File: src/rtl/rejunity_ternary_dot.sv
// rejunity_ternary_dot
//   Streaming ternary-weight dot-product engine in a Tiny Tapeout user tile.
//   The host shifts in sixteen 2-bit weights, four per byte. It then streams
//   signed 8-bit activations. Each activation is multiplied by the next weight
//   in round-robin order and added into a 14-bit signed accumulator.
//
// Optional feature (compile-time macro):
//   TERNARY_DOT_SATURATE_EN  defined   -> the accumulator clamps to [-8192, 8191]
//                            undefined -> the accumulator wraps in two's complement
//
// Ports:
//   clk      rising-edge clock
//   rst      synchronous active-high reset (overrides ena and cmd)
//   ena      tile enable; when low, all state holds
//   ui_in    packed weights (LOAD) or signed activation (ACC)
//   uio_in   [1:0] = command: 00 IDLE, 01 LOAD, 10 ACC, 11 CLEAR; [7:2] ignored
//   uo_out   acc[7:0]
//   uio_out  {acc[13:8], 2'b00}
//   uio_oe   constant 8'hFC (upper six pins are outputs)
module rejunity_ternary_dot (
  input  logic       clk,
  input  logic       rst,
  input  logic       ena,
  input  logic [7:0] ui_in,
  input  logic [7:0] uio_in,
  output logic [7:0] uo_out,
  output logic [7:0] uio_out,
  output logic [7:0] uio_oe
);

  localparam logic [1:0] CMD_IDLE  = 2'b00;
  localparam logic [1:0] CMD_LOAD  = 2'b01;
  localparam logic [1:0] CMD_ACC   = 2'b10;
  localparam logic [1:0] CMD_CLEAR = 2'b11;

  logic [31:0]        wreg;
  logic [3:0]         ptr;
  logic signed [13:0] acc;

  logic [1:0]         cmd;
  logic [1:0]         wsel;
  logic signed [14:0] act_ext;
  logic signed [14:0] prod;
  logic signed [14:0] sum;
  logic signed [13:0] acc_next;

  // The upper uio_in bits are not part of the command.
  logic unused_uio;
  assign unused_uio = &{1'b0, uio_in[7:2]};

  assign cmd     = uio_in[1:0];
  assign wsel    = wreg[{ptr, 1'b0} +: 2];
  assign act_ext = {{7{ui_in[7]}}, ui_in};

  always_comb begin
    // NOTE: every combinational output gets a default first so that no path
    // leaves it unassigned, which would otherwise infer a latch.
    prod = '0;
    case (wsel)
      2'b01:   prod = act_ext;
      2'b11:   prod = -act_ext;  // -(-128) = +128 fits in 15 bits
      default: prod = '0;        // 00 and 10 both decode to zero
    endcase

    // One guard bit above the accumulator catches any overflow of the add.
    sum = {acc[13], acc} + prod;

`ifdef TERNARY_DOT_SATURATE_EN
    // Overflow shows up as the guard bit disagreeing with the 14-bit sign.
    if (sum[14] != sum[13]) begin
      acc_next = sum[14] ? 14'sh2000 : 14'sh1FFF;
    end else begin
      acc_next = sum[13:0];
    end
`else
    acc_next = sum[13:0];
`endif
  end

  always_ff @(posedge clk) begin
    // NOTE: sequential state uses non-blocking assignments so all registers
    // update together from values sampled before the edge.
    if (rst) begin
      wreg <= '0;
      ptr  <= '0;
      acc  <= '0;
    end else if (ena) begin
      case (cmd)
        CMD_IDLE: ;
        CMD_LOAD: begin
          // Bytes shift in from the top. After four loads, the first byte
          // sits at the bottom and holds weights 0..3.
          wreg <= {ui_in, wreg[31:8]};
          ptr  <= '0;
        end
        CMD_ACC: begin
          acc <= acc_next;
          ptr <= ptr + 4'd1;  // wraps 15 -> 0; advances on zero weights too
        end
        CMD_CLEAR: begin
          acc <= '0;
          ptr <= '0;
        end
        default: ;
      endcase
    end
  end

  assign uo_out  = acc[7:0];
  assign uio_out = {acc[13:8], 2'b00};
  assign uio_oe  = 8'hFC;

endmodule

File: config.mk
export PLATFORM = sky130hd
export DESIGN_NAME = rejunity_ternary_dot
export DESIGN_NICKNAME = d
export VERILOG_FILES = /design/src/rtl/rejunity_ternary_dot.sv
export SDC_FILE = /design/constraint.sdc
export NUM_CORES = 1
export LEC_CHECK = 0
export CORE_UTILIZATION = 55
export DETAILED_ROUTE_END_ITERATION = 8
export PLACE_DENSITY = 0.84
export SLEW_MARGIN = 20
export SYNTH_ARGS = -nofsm -noshare
export SYNTH_HDL_FRONTEND = slang
export SYNTH_SLANG_ARGS = --single-unit
File: constraint.sdc
create_clock -name clk -period 4.6 [get_ports clk]
set_input_delay 0.69 -clock clk [delete_from_list [all_inputs] [get_ports clk]]
set_output_delay 0.69 -clock clk [all_outputs]
set_load 0.05 [all_outputs]
==> key figures, run 1 <==
Die
  • Starting Density: 58.5%
  • Die ar.: 0.00584 mm^2
  • Core Box Area: ~0.0052 mm^2
  • Die height: roughly 76 um
  • Boundary Pins: 43
  • Die Span X: 76.4 um
  • Std-Cell Rows: 26

Logic synthesis
  • Synth cell types: 57
  • Yosys top cell area share: 32.9%
  • Post-Syn Area: 0.00305 mm^2
  • Mean area per synthesized cell: approximately 8 um^2
  • Post-synthesis async set-or-reset flop share: 0%
  • Post-synth EDFFs: 0
  • Sequential cell area fraction in the yosys report: 32.9%
  • Largest area contributor in the netlist: dfxtp_1
  • Gate Count Post-Synth: around 380
  • Post-synthesis register bit count: 50
  • Most common flop cell mapped by yosys: dfxtp_1
  • Synth area leaders: dfxtp_1 (33%), nand2_1 (9.9%), a21oi_1 (8.5%)
  • Warnings from Yosys: 0

Power and ir drop
  • Power per cell area: 234 mW/mm^2
  • Sequential power share: 55.4%
  • Switching Share: 27.0%
  • Power Internal: 0.000580 W
  • Static Leak: 1.24 nW
  • Switch Pwr: between 0.0002 and 0.00025 W
  • Combinational power share: 9.3%
  • Clk pwr share: 35.3%
  • Max IR drop VDD: around 0.14 mV

Global routing
  • Congestion Overflow GR: 0
  • First-pass GRT wire length: 11600 um
  • Largest net degree at the start of global routing: 57
  • Initial antenna violation count: 0
  • Global-route total usage across every layer: 24.2%
  • Vias in the first global route: 2597

Worst setup path
  • Critical path's top delay family: multiplexers
  • FF-to-FF Start: ptr[2]$_SDFFE_PP0P_
  • Cell mode on critical path: mux4_2
  • CP Max Fanout: 9
  • RR Endpoint: acc[12]$_SDFFE_PP0P_
  • CP bufs+invs: 0
  • Reg2reg setup slack: 410 ps
  • Startpoint Class: flop
  • Worst Setup End Kind: flop
  • Worst reg2reg path depth: 13
  • Slowest stage delay, CP: 600 ps
  • Crit-path slowest cell: dfxtp_1
  • Critical Path RT: 4810 ps
  • WP data arrival: 4400 ps
  • Worst path cell trace: mux4_2 -> mux4_2 -> nor2_1 -> a21oi_1 -> or2_1 -> fa_1 -> nor2b_1 -> o21ai_1 -> a21boi_1 -> o2111ai_1 -> a311o_1 -> mux2_1 -> a31o_1
  • Worst Setup Path Type: flop to flop

Job
  • Max Cap Viol: 0

STA
  • Slew Limit Fails: 0
  • Upper clock frequency limit: 0.238 GHz
  • Setup_tns: 0 ps
  • Worst-case clock skew: 6.70 ps
  • Crit share post-route: between 90% and 100%
  • Setup Viol. Count Final: 0
  • Minimum clock period: 4190 ps
  • RSZ-0062 raised after global routing: no
  • Final Hold Viols: 0
  • Slew HR: roughly 28%
  • Worst-Margin Slew: about 1100 ps

Min path
  • Tightest Hold Check Type: flop to flop
  • Worst Min Path Start: wreg[4]$_SDFFE_PP0P_
  • Hold Path End: wreg[4]$_SDFFE_PP0P_
  • Hold Path Stages: 2

Clock tree
  • # resized after CTS: 0
  • CTS clk-pin slew, worst paths: about 100 ps
  • H-tree depth: 2
  • Post-CTS Hold Fix Bufs: 0
  • CTS Root Cell: clkbuf_8
  • CTS tree: done
  • Skew-Pair Late Insertion Delay: 310 ps
  • Num CTS Buffers: 5
  • Num Clock Sinks: 50
  • Clock buffer depth: 2
  • Setup Fix Bufs, Post-CTS: 0

Placed design
  • Port Buffers: 26
  • Final Wtd Congestion: 0.888
  • Dpl hpwl: 4640 um
  • Placed cells: 461

Finish
  • Diodes inserted: 0
  • Commonest non-fill, non-tap cells in the layout: nand2_1 (80), a21oi_1 (52), dfxtp_1 (50), nor2_1 (31), clkdlybuf4s50_1 (25)
  • Area Growth Syn to Fin: 11.3%
  • Fin cells: roughly 470
  • Final #Nets: 433
  • Commonest non-fill, non-tap cell in the layout: nand2_1
  • Share of cells above drive strength 1: under 10%

Detailed routing
  • Via count: ~2700
  • WL per Instance: 14.2 um
  • Initial drt markers: 191
  • Via density: 5.85
  • Pre-antenna DRT Iters: 5
  • Post-route ant nets: 0
  • DRT Wirelength: ~6600 um
  • DRC viols: 0

Run status
  • Outcome: complete, no violations
state kept, by name, summed over array words and instances, names as in the netlist:
name  count
wreg     32
acc      14
ptr       4
through the flow:
stage / total power [W] / util, % / setup slack [ps] / cell area, um^2 / hold WS, ps
CTS: 0.000797 / 65.1 / 403 / 3390 / 460
global placement: 0.000522 / 63.2 / 529 / 3290 / 439
detailed placement: 0.000523 / 63.2 / 440 / 3290 / 446
finish: 0.000794 / 65.1 / 406 / 3390 / 458
floorplan: 0.000507 / - / 820 / 3080 / 432
global route: 0.000821 / 65.1 / 194 / 3390 / 492
worst max-delay path by stage:
stage,slack (ps),depth (start not counted),from,endpoint
4_1_cts,400,13,ptr[2]$_SDFFE_PP0P_,acc[12]$_SDFFE_PP0P_
3_5_place_dp,440,13,ptr[2]$_SDFFE_PP0P_,acc[12]$_SDFFE_PP0P_
3_3_place_gp,530,13,ptr[2]$_SDFFE_PP0P_,acc[12]$_SDFFE_PP0P_
6_report,410,13,ptr[2]$_SDFFE_PP0P_,acc[12]$_SDFFE_PP0P_
5_1_grt,190,13,ptr[2]$_SDFFE_PP0P_,acc[12]$_SDFFE_PP0P_
2_1_floorplan,820,14,ptr[1]$_SDFFE_PP0P_,acc[12]$_SDFFE_PP0P_
power groups by stage:
stage | combinational [W] | clock [W] | sequential (W)
2_1_floorplan | 0.0000591 | 0 | 0.000447
3_3_place_gp | 0.0000722 | 0 | 0.000449
3_5_place_dp | 0.0000735 | 0 | 0.000450
4_1_cts | 0.0000736 | 0.000284 | 0.000440
5_1_grt | 0.0000807 | 0.000300 | 0.000440
6_report | 0.0000741 | 0.000280 | 0.000440
metal layers:
metal	GRT usage [%]	wire [um]	up-vias	share of wire [%]
li1	-	-	1359	-
met1	31.3	3060	1310	46
met2	41.1	3260	67	49
met3	3.83	248	9	3.7
met4	7.69	71	0	1.1
met5	0	0	-	0
cell usage after synthesis, types with 2 or more instances:
library cell  instances
mux2_2                2
nand2_1              80
inv_1                10
nor3b_1               2
nand3_1               5
mux2i_1               3
mux4_1                4
o21ai_0               7
nor4_1                6
a21o_1                2
nand4b_1              3
and2_1                2
o21a_1                2
buf_4                10
ha_1                 15
nor2b_1               4
or3_1                 3
xnor2_1               5
or4b_1                2
a21oi_1              52
o311ai_1              2
clkbuf_1             14
nor3_1                9
o21ai_1               7
buf_2                 2
nand3b_1              3
a21boi_1              2
conb_1                2
a31oi_1               2
a22oi_1               4
dfxtp_1              50
nand2b_1              3
mux4_2                5
nor2_1               31
buf_1                 4
xor2_1                2
buf_6                 2
worst min-delay path: cells and delay by family (launching register included):
family	cells	cell delay, ps
flops	1	320
compound gates	1	50
simple gates	1	50
cell type report:
| class | instances | area [um^2] |
|---|---|---|
| Inverter | 10 | 37.5 |
| Multi-Input combinational cell | 299 | 1860 |
| Timing Repair Buffer | 32 | 300 |
| Fill cell | 445 | 1820 |
| Tap cell | 70 | 87.6 |
| Clock inverter | 2 | 17.5 |
| Sequential cell | 50 | 1000 |
| Clock buffer | 6 | 82.6 |
cell families after synthesis:
family          count (synthesis)  share of synthesized area [%]
compound gates                 89                           16.8
xor+xnor                        7                           2.01
other cells                     2                          0.247
fa+ha+maj                      16                           6.82
buf+inv                        42                           6.98
flops                          50                           32.9
mux                            16                           9.70
simple gates                  161                           24.5
Power figures use the tool's default switching activity.
==> run 2, diff against run 1 <==
- CAP_MARGIN: default -> 20
==> results of run 2 <==
The final DEF is identical to that of run 1; final timing and power are the same.
